**src/rtl/pc_fetch.sv**
```systemverilog
// Program counter plus one-stage instruction register for the picoMIPS core.
// Latency: I is captured into ir one edge after address is presented; stall holds all fetch state.
module pc_fetch #(
  parameter int Psize = 5,
  parameter int Isize = 20
) (
  input  logic             clk,
  input  logic             reset,
  input  logic             stall,
  input  logic             br_abs,
  input  logic             br_rel,
  input  logic [Psize-1:0] br_target,
  input  logic             halt_req,
  input  logic [Isize-1:0] I,
  output logic [Psize-1:0] address,
  output logic [Isize-1:0] ir,
  output logic [Psize-1:0] ir_pc,
  output logic             ir_valid,
  output logic             halted
);

  typedef enum logic {RUN, HALT} state_t;

  state_t state;

  localparam logic [Psize-1:0] ONE = {{(Psize-1){1'b0}}, 1'b1};

  always_ff @(posedge clk or negedge reset) begin
    if (!reset) begin
      state    <= RUN;
      address  <= '0;
      ir       <= '0;
      ir_pc    <= '0;
      ir_valid <= 1'b0;
      halted   <= 1'b0;
    end else begin
      case (state)
        RUN: begin
          if (stall) begin
            // decoder re-presents branch/halt requests once the stall clears
          end else if (ir_valid && halt_req) begin
            state    <= HALT;
            halted   <= 1'b1;
            ir_valid <= 1'b0;
          end else if (ir_valid && br_abs) begin
            address  <= br_target;
            ir       <= I;
            ir_pc    <= address;
            ir_valid <= 1'b0;
          end else if (ir_valid && br_rel) begin
            // Psize-bit wrap makes the sign extension of the offset implicit
            address  <= ir_pc + br_target;
            ir       <= I;
            ir_pc    <= address;
            ir_valid <= 1'b0;
          end else begin
            address  <= address + ONE;
            ir       <= I;
            ir_pc    <= address;
            ir_valid <= 1'b1;
          end
        end
        HALT: begin
          ir_valid <= 1'b0;
          halted   <= 1'b1;
        end
        default: state <= HALT;
      endcase
    end
  end

endmodule
```
**config.mk**
```make
export PLATFORM = sky130hd
export DESIGN_NAME = pc_fetch
export DESIGN_NICKNAME = d
export VERILOG_FILES = /design/src/rtl/pc_fetch.sv
export SDC_FILE = /design/constraint.sdc
export NUM_CORES = 1
export LEC_CHECK = 0
export ABC_CLOCK_PERIOD_IN_PS = 1900
export BUFFER_PORTS_ARGS = -buffer_cell sky130_fd_sc_hd__buf_4
export CAP_MARGIN = 25
export CORE_MARGIN = 8
export CORE_UTILIZATION = 43
export DETAILED_ROUTE_END_ITERATION = 8
export PLACE_DENSITY = 0.79
export SLEW_MARGIN = 20
export SYNTH_ARGS = -nofsm -noshare
export SYNTH_HDL_FRONTEND = slang
export SYNTH_SLANG_ARGS = --single-unit
```
**constraint.sdc**
```tcl
create_clock -name clk -period 1.9 [get_ports clk]
set_input_delay 0.19 -clock clk [delete_from_list [all_inputs] [get_ports clk]]
set_output_delay 0.19 -clock clk [all_outputs]
set_load 0.01 [all_outputs]
```
## After elaboration in Yosys (flattened, before gate mapping)

Cells that the tools add are included.

| operators by class | value |
|---|---|
| add/subtract/negate cells | 2 |
| reductions and logical operators | 5 |
| bitwise logic cells | 3 |
| equal/unequal tests | 2 |
| mux-type cells | 13 |

Operator list:

| operator | count |
|---|---|
| 5-bit two-way mux | 2 |
| 1-bit two-way mux | 9 |
| 5-bit by 1-bit adder with 5-bit output (second input constant) | 1 |
| 5-bit adder | 1 |
| 2-bit inequality test (second input constant) | 2 |
| 1-bit case mux with 2 select lines | 2 |
| 1-bit logical AND | 3 |
| 1-bit inverter | 3 |
| 3-bit AND reduction | 1 |
| 2-bit AND reduction | 1 |

| storage, ports and cells | value |
|---|---|
| bits in registers | 33 |
| logic and storage cells | 31 |
| output and inout bits | 32 |

## Logic depth before layout (Yosys ltp)

| depth | value |
|---|---|
| depth in word-level cells | 6 |
| mapped depth | 8 |
| mapped depth without buffers | 8 |

## Least setup slack after synthesis

No wires, ideal clock.

| path | value |
|---|---|
| path kind | register to register |
| start | reg ir_pc[0] |
| end | reg address[4] |
| arrival time | 1.757 ns |
| cell stages (with the launch flop) | 9 |
| clock period less this slack | 1.904 ns |
| path slack | -0.004 ns |
| cells stage by stage | dfrtp_1 > ha_1 > inv_1 > fa_1 > nand2b_1 > a21oi_1 > xor2_1 > mux2i_1 > a41oi_1 |

| between the ends | value |
|---|---|
| word-level cells in the longest chain between the ends | 3 |

Ends and longest elaborated chain:

| element | RTL line | RTL |
|---|---|---|
| start: declaration | 17 | `output logic [Psize-1:0] ir_pc,` |
| start signal: assignment | 48 | `ir_pc <= address;` |
| start signal: assignment | 54 | `ir_pc <= address;` |
| start signal: assignment | 59 | `ir_pc <= address;` |
| 5-bit adder | 52 | `address <= ir_pc + br_target;` |
| 5-bit two-way mux | 50 | `end else if (ir_valid && br_rel) begin` |
| 5-bit two-way mux | 45 | `end else if (ir_valid && br_abs) begin` |
| end signal: assignment | 46 | `address <= br_target;` |
| end signal: assignment | 52 |  |
| end signal: assignment | 57 | `address <= address + ONE;` |
| end: declaration | 15 | `output logic [Psize-1:0] address,` |

No other way between the ends.
A chain may end at the register's enable or synchronous reset.

## Final worst setup path

Ends and elaborated chain as after synthesis.

==> flow_metrics.py <==
metrics = {
    "synthesis": {
        "ys_types": 32,
        "ys_ff_latch": 33,
        "synthCells": 173,
        "synth_nets": 210,
        "synth_warnings": 0,
        "postSynthAreaPerCell_um2": 9.14,
        "synth_seq_area_share_pct": 52.2,
        "synth.cell_area_um2": 1580,
    },
    "route": {
        "vias_per_cell": 4.88,
        "wl_per_cell_um": 13.7,
        "wl_um": 3970,
        "route.vias.total": 1415,
        "drt_first_iter_violations": 78,
        "firstDrtPassIters": 4,
        "drc": 0,
        "drtAntennaViolNets": 0,
    },
    "placement": {
        "port_buffers": 62,
        "gp_congestion": 0.849,
        "pre_cts_ws_ns": 0.0184,
        "hpwl_um": 2920,
    },
    "clocking": {
        "h-tree-depth": 2,
        "clockRootBuffer": "clkbuf_8",
        "cts_buffer_depth": 2,
        "clk_latency_ns": 0.28,
        "cts_tree": "done",
        "cts_buffers": 5,
        "cts.sink_count": 33,
        "clkTransAtPathRegs_ns": 0.06,
    },
    "layout": {
        "final-seq-area_um2": 826,
        "diodes": 0,
        "multi_input_area_um2": 723,
        "drive_above_1_share_pct": 34.7,
        "final_nets": 279,
        "nFillCells": 321,
        "area_growth_pct": 42.2,
    },
    "sta": {
        "layout_min_cycle_time_ns": 1.81,
        "setup_viol": 0,
        "period_share_pct": 95.4,
        "hold_violations": 0,
        "setup_ws_ns": 0.0881,
        "tns_ns": 0,
        "worstMarginPinSlew_ns": 0.420,
        "fin_skew_ns": 0.00241,
        "clock.fmax_mhz": 552,
        "maxSlewViolCount": 0,
        "relSlewSlack_pct": 71.8,
    },
    "worst_setup_path": {
        "crit_type": "reg -> reg",
        "critPathBufInv": 1,
        "crit_family": "adder cells",
        "required_ns": 2.04,
        "max_stage_delay_ns": 0.35,
        "slowest_stage": "dfrtp_1",
        "path_max_fanout": 2,
        "crit_arrival_ns": 1.95,
        "end_kind": "flip-flop",
        "crit_path_start_kind": "flip-flop",
        "cp_cell_sequence": "ha_2 > inv_2 > fa_2 > nand2b_4 > a21oi_2 > xor2_1 > mux2i_1 > a41oi_1",
    },
    "hold_path": {
        "hp-class": "in -> reg",
    },
    "grt": {
        "grt.total_usage_pct": 14.1,
        "met1_usage_pct": 15.0,
        "grt_overflow": 0,
        "grt_pass1_wl_um": 6890,
        "antenna_found_initial": 0,
        "grt_busiest_layer": "met2",
        "grt_max_degree": 34,
        "grt_use_met3_pct": 7.43,
        "grt_pass1_vias": 1582,
        "grt_use_met2_pct": 24.1,
    },
    "outcome": {
        "status": "completed",
    },
    "floorplanning": {
        "rows": 22,
        "start_util_pct": 43.9,
        "dieWidth_um": 76.6,
        "dieArea_um2": 5870,
        "core_um2": 3610,
        "die_h_um": 76.6,
        "io_pins": 63,
    },
    "run": {
        "cap_violations": 0,
    },
    "pwr": {
        "power.density_nw_per_um2": 1520,
        "p_leak_uw": 0.00117,
        "ir_drop_uv": 759,
    },
}
[Yosys cell counts]
| cell type | count | share of area (%) |
|---|---|---|
| o2bb2ai_1 | 1 | 0.55 |
| a21o_1 | 3 | 1.4 |
| o21ai_0 | 4 | 1.3 |
| a22oi_1 | 1 | 0.47 |
| clkbuf_1 | 3 | 0.71 |
| xnor2_1 | 1 | 0.55 |
| o21ai_2 | 1 | 0.55 |
| a21oi_1 | 4 | 1.3 |
| nand2_1 | 77 | 18 |
| a211o_4 | 1 | 1.1 |
| o21ai_1 | 1 | 0.32 |
| o31a_1 | 1 | 0.55 |
| nor3_1 | 1 | 0.32 |
| inv_1 | 6 | 1.4 |
| xor2_1 | 2 | 1.1 |
| buf_2 | 3 | 0.95 |
| a31oi_4 | 1 | 1.3 |
| mux2i_1 | 1 | 0.63 |
| nor2_1 | 4 | 0.95 |
| a211oi_4 | 1 | 1.3 |
| nand3_1 | 3 | 0.95 |
| a41oi_1 | 1 | 0.55 |
| fa_1 | 1 | 1.3 |
| nand2b_1 | 2 | 0.79 |
| o22ai_1 | 5 | 2.0 |
| nor2b_1 | 2 | 0.79 |
| or2_1 | 1 | 0.40 |
| a311oi_2 | 1 | 0.95 |
| a32oi_1 | 1 | 0.55 |
| ha_1 | 5 | 4.0 |
| dfrtp_1 | 33 | 52 |
| a221oi_1 | 1 | 0.55 |
[worst reg2reg max path: stages, from the launching register on]
cell      delay, ns
dfrtp_1        0.35
ha_2           0.19
inv_2          0.04
fa_2           0.33
nand2b_4       0.15
a21oi_2        0.13
xor2_1         0.18
mux2i_1        0.20
a41oi_1        0.11
[cells in the final DEF (no fill, tap or decap), types with 3 or more instances in the layout]
cell type	netlist	layout
a21o_1	3	3
a21oi_1	4	3
buf_4	0	67
clkbuf_8	0	5
dfrtp_1	33	33
ha_1	5	4
inv_1	6	5
nand2_1	77	77
nand3_1	3	3
nor2_1	4	4
o21ai_0	4	4
o22ai_1	5	5
[flip-flops by register name, summed over array words and instances (netlist names)]
name and cells:
halted 1, state 1, address 5, ir_valid 1, ir 20, ir_pc 5
[layout make-up]
class | count | share of cell area [%]
clock buffer | 5 | 3.06
clock inverter | 2 | 1.56
inverter | 6 | 1.00
multi-input combinational | 128 | 32.2
sequential | 33 | 36.7
tap | 48 | 2.67
timing repair buffer | 68 | 22.8
[where the power goes]
group          switching [uW]  internal, uW
combinational             742           777
clock                     239           381
sequential                254          1030
total                    1230          2180
[cell families (layout without fill, tap and decap cells)]
group	after synthesis	count (layout)	synth area share (%)
XOR/XNOR	3	3	1.66
AO/OA/AOI/OAI	28	28	14.7
flip-flops	33	33	52.2
AND/OR/NAND/NOR	90	90	22.5
buffers and inverters	12	81	3.09
adder cells (fa/ha/maj)	6	6	5.22
multiplexers	1	1	0.633
[timing repair]
| action | in CTS | in global routing |
|---|---|---|
| buffers inserted | 0 | 1 |
| setup endpoints to repair | 0 | 1 |
| gates resized for setup | 0 | 2 |
| endpoints found under the hold margin | 33 | 0 |
| hold buffers | 1 | 0 |
[metal layers]
layer / share of wire (%) / up-vias
li1: - / 704
met1: 43 / 662
met2: 48 / 45
met3: 7.8 / 4
met4: 0.60 / 0
met5: 0 / -
[path summary, 6_finish.rpt]
path | start | end | slack [ns] | depth (start not counted)
max | ir_pc[0] | address[4] | 0.09 | 8
min | I[4] | ir[4] | 0.1 | 3
max reg2reg | ir_pc[0] | address[4] | 0.09 | 8
min reg2reg | halted | halted | 0.47 | 1
max in group asynchronous | reset | ir[14] | 1.21 | 2
min in group asynchronous | reset | halted | 0.39 | 2
[metrics by stage]
stage                     hold slack [ns]  utilization (%)  std cells  area [um2]  power [uW]
after global routing                0.100             62.4        290        2250        3700
after CTS                          0.0881             62.1        289        2240        3450
after floorplan                    -0.106                -        173        1600        2040
after global placement              0.157             58.9        281        2120        2780
after detailed placement            0.155             58.9        281        2120        2820
final                              0.0962             62.4        290        2250        3420
No activity file was read; power rests on OpenSTA's default activity.
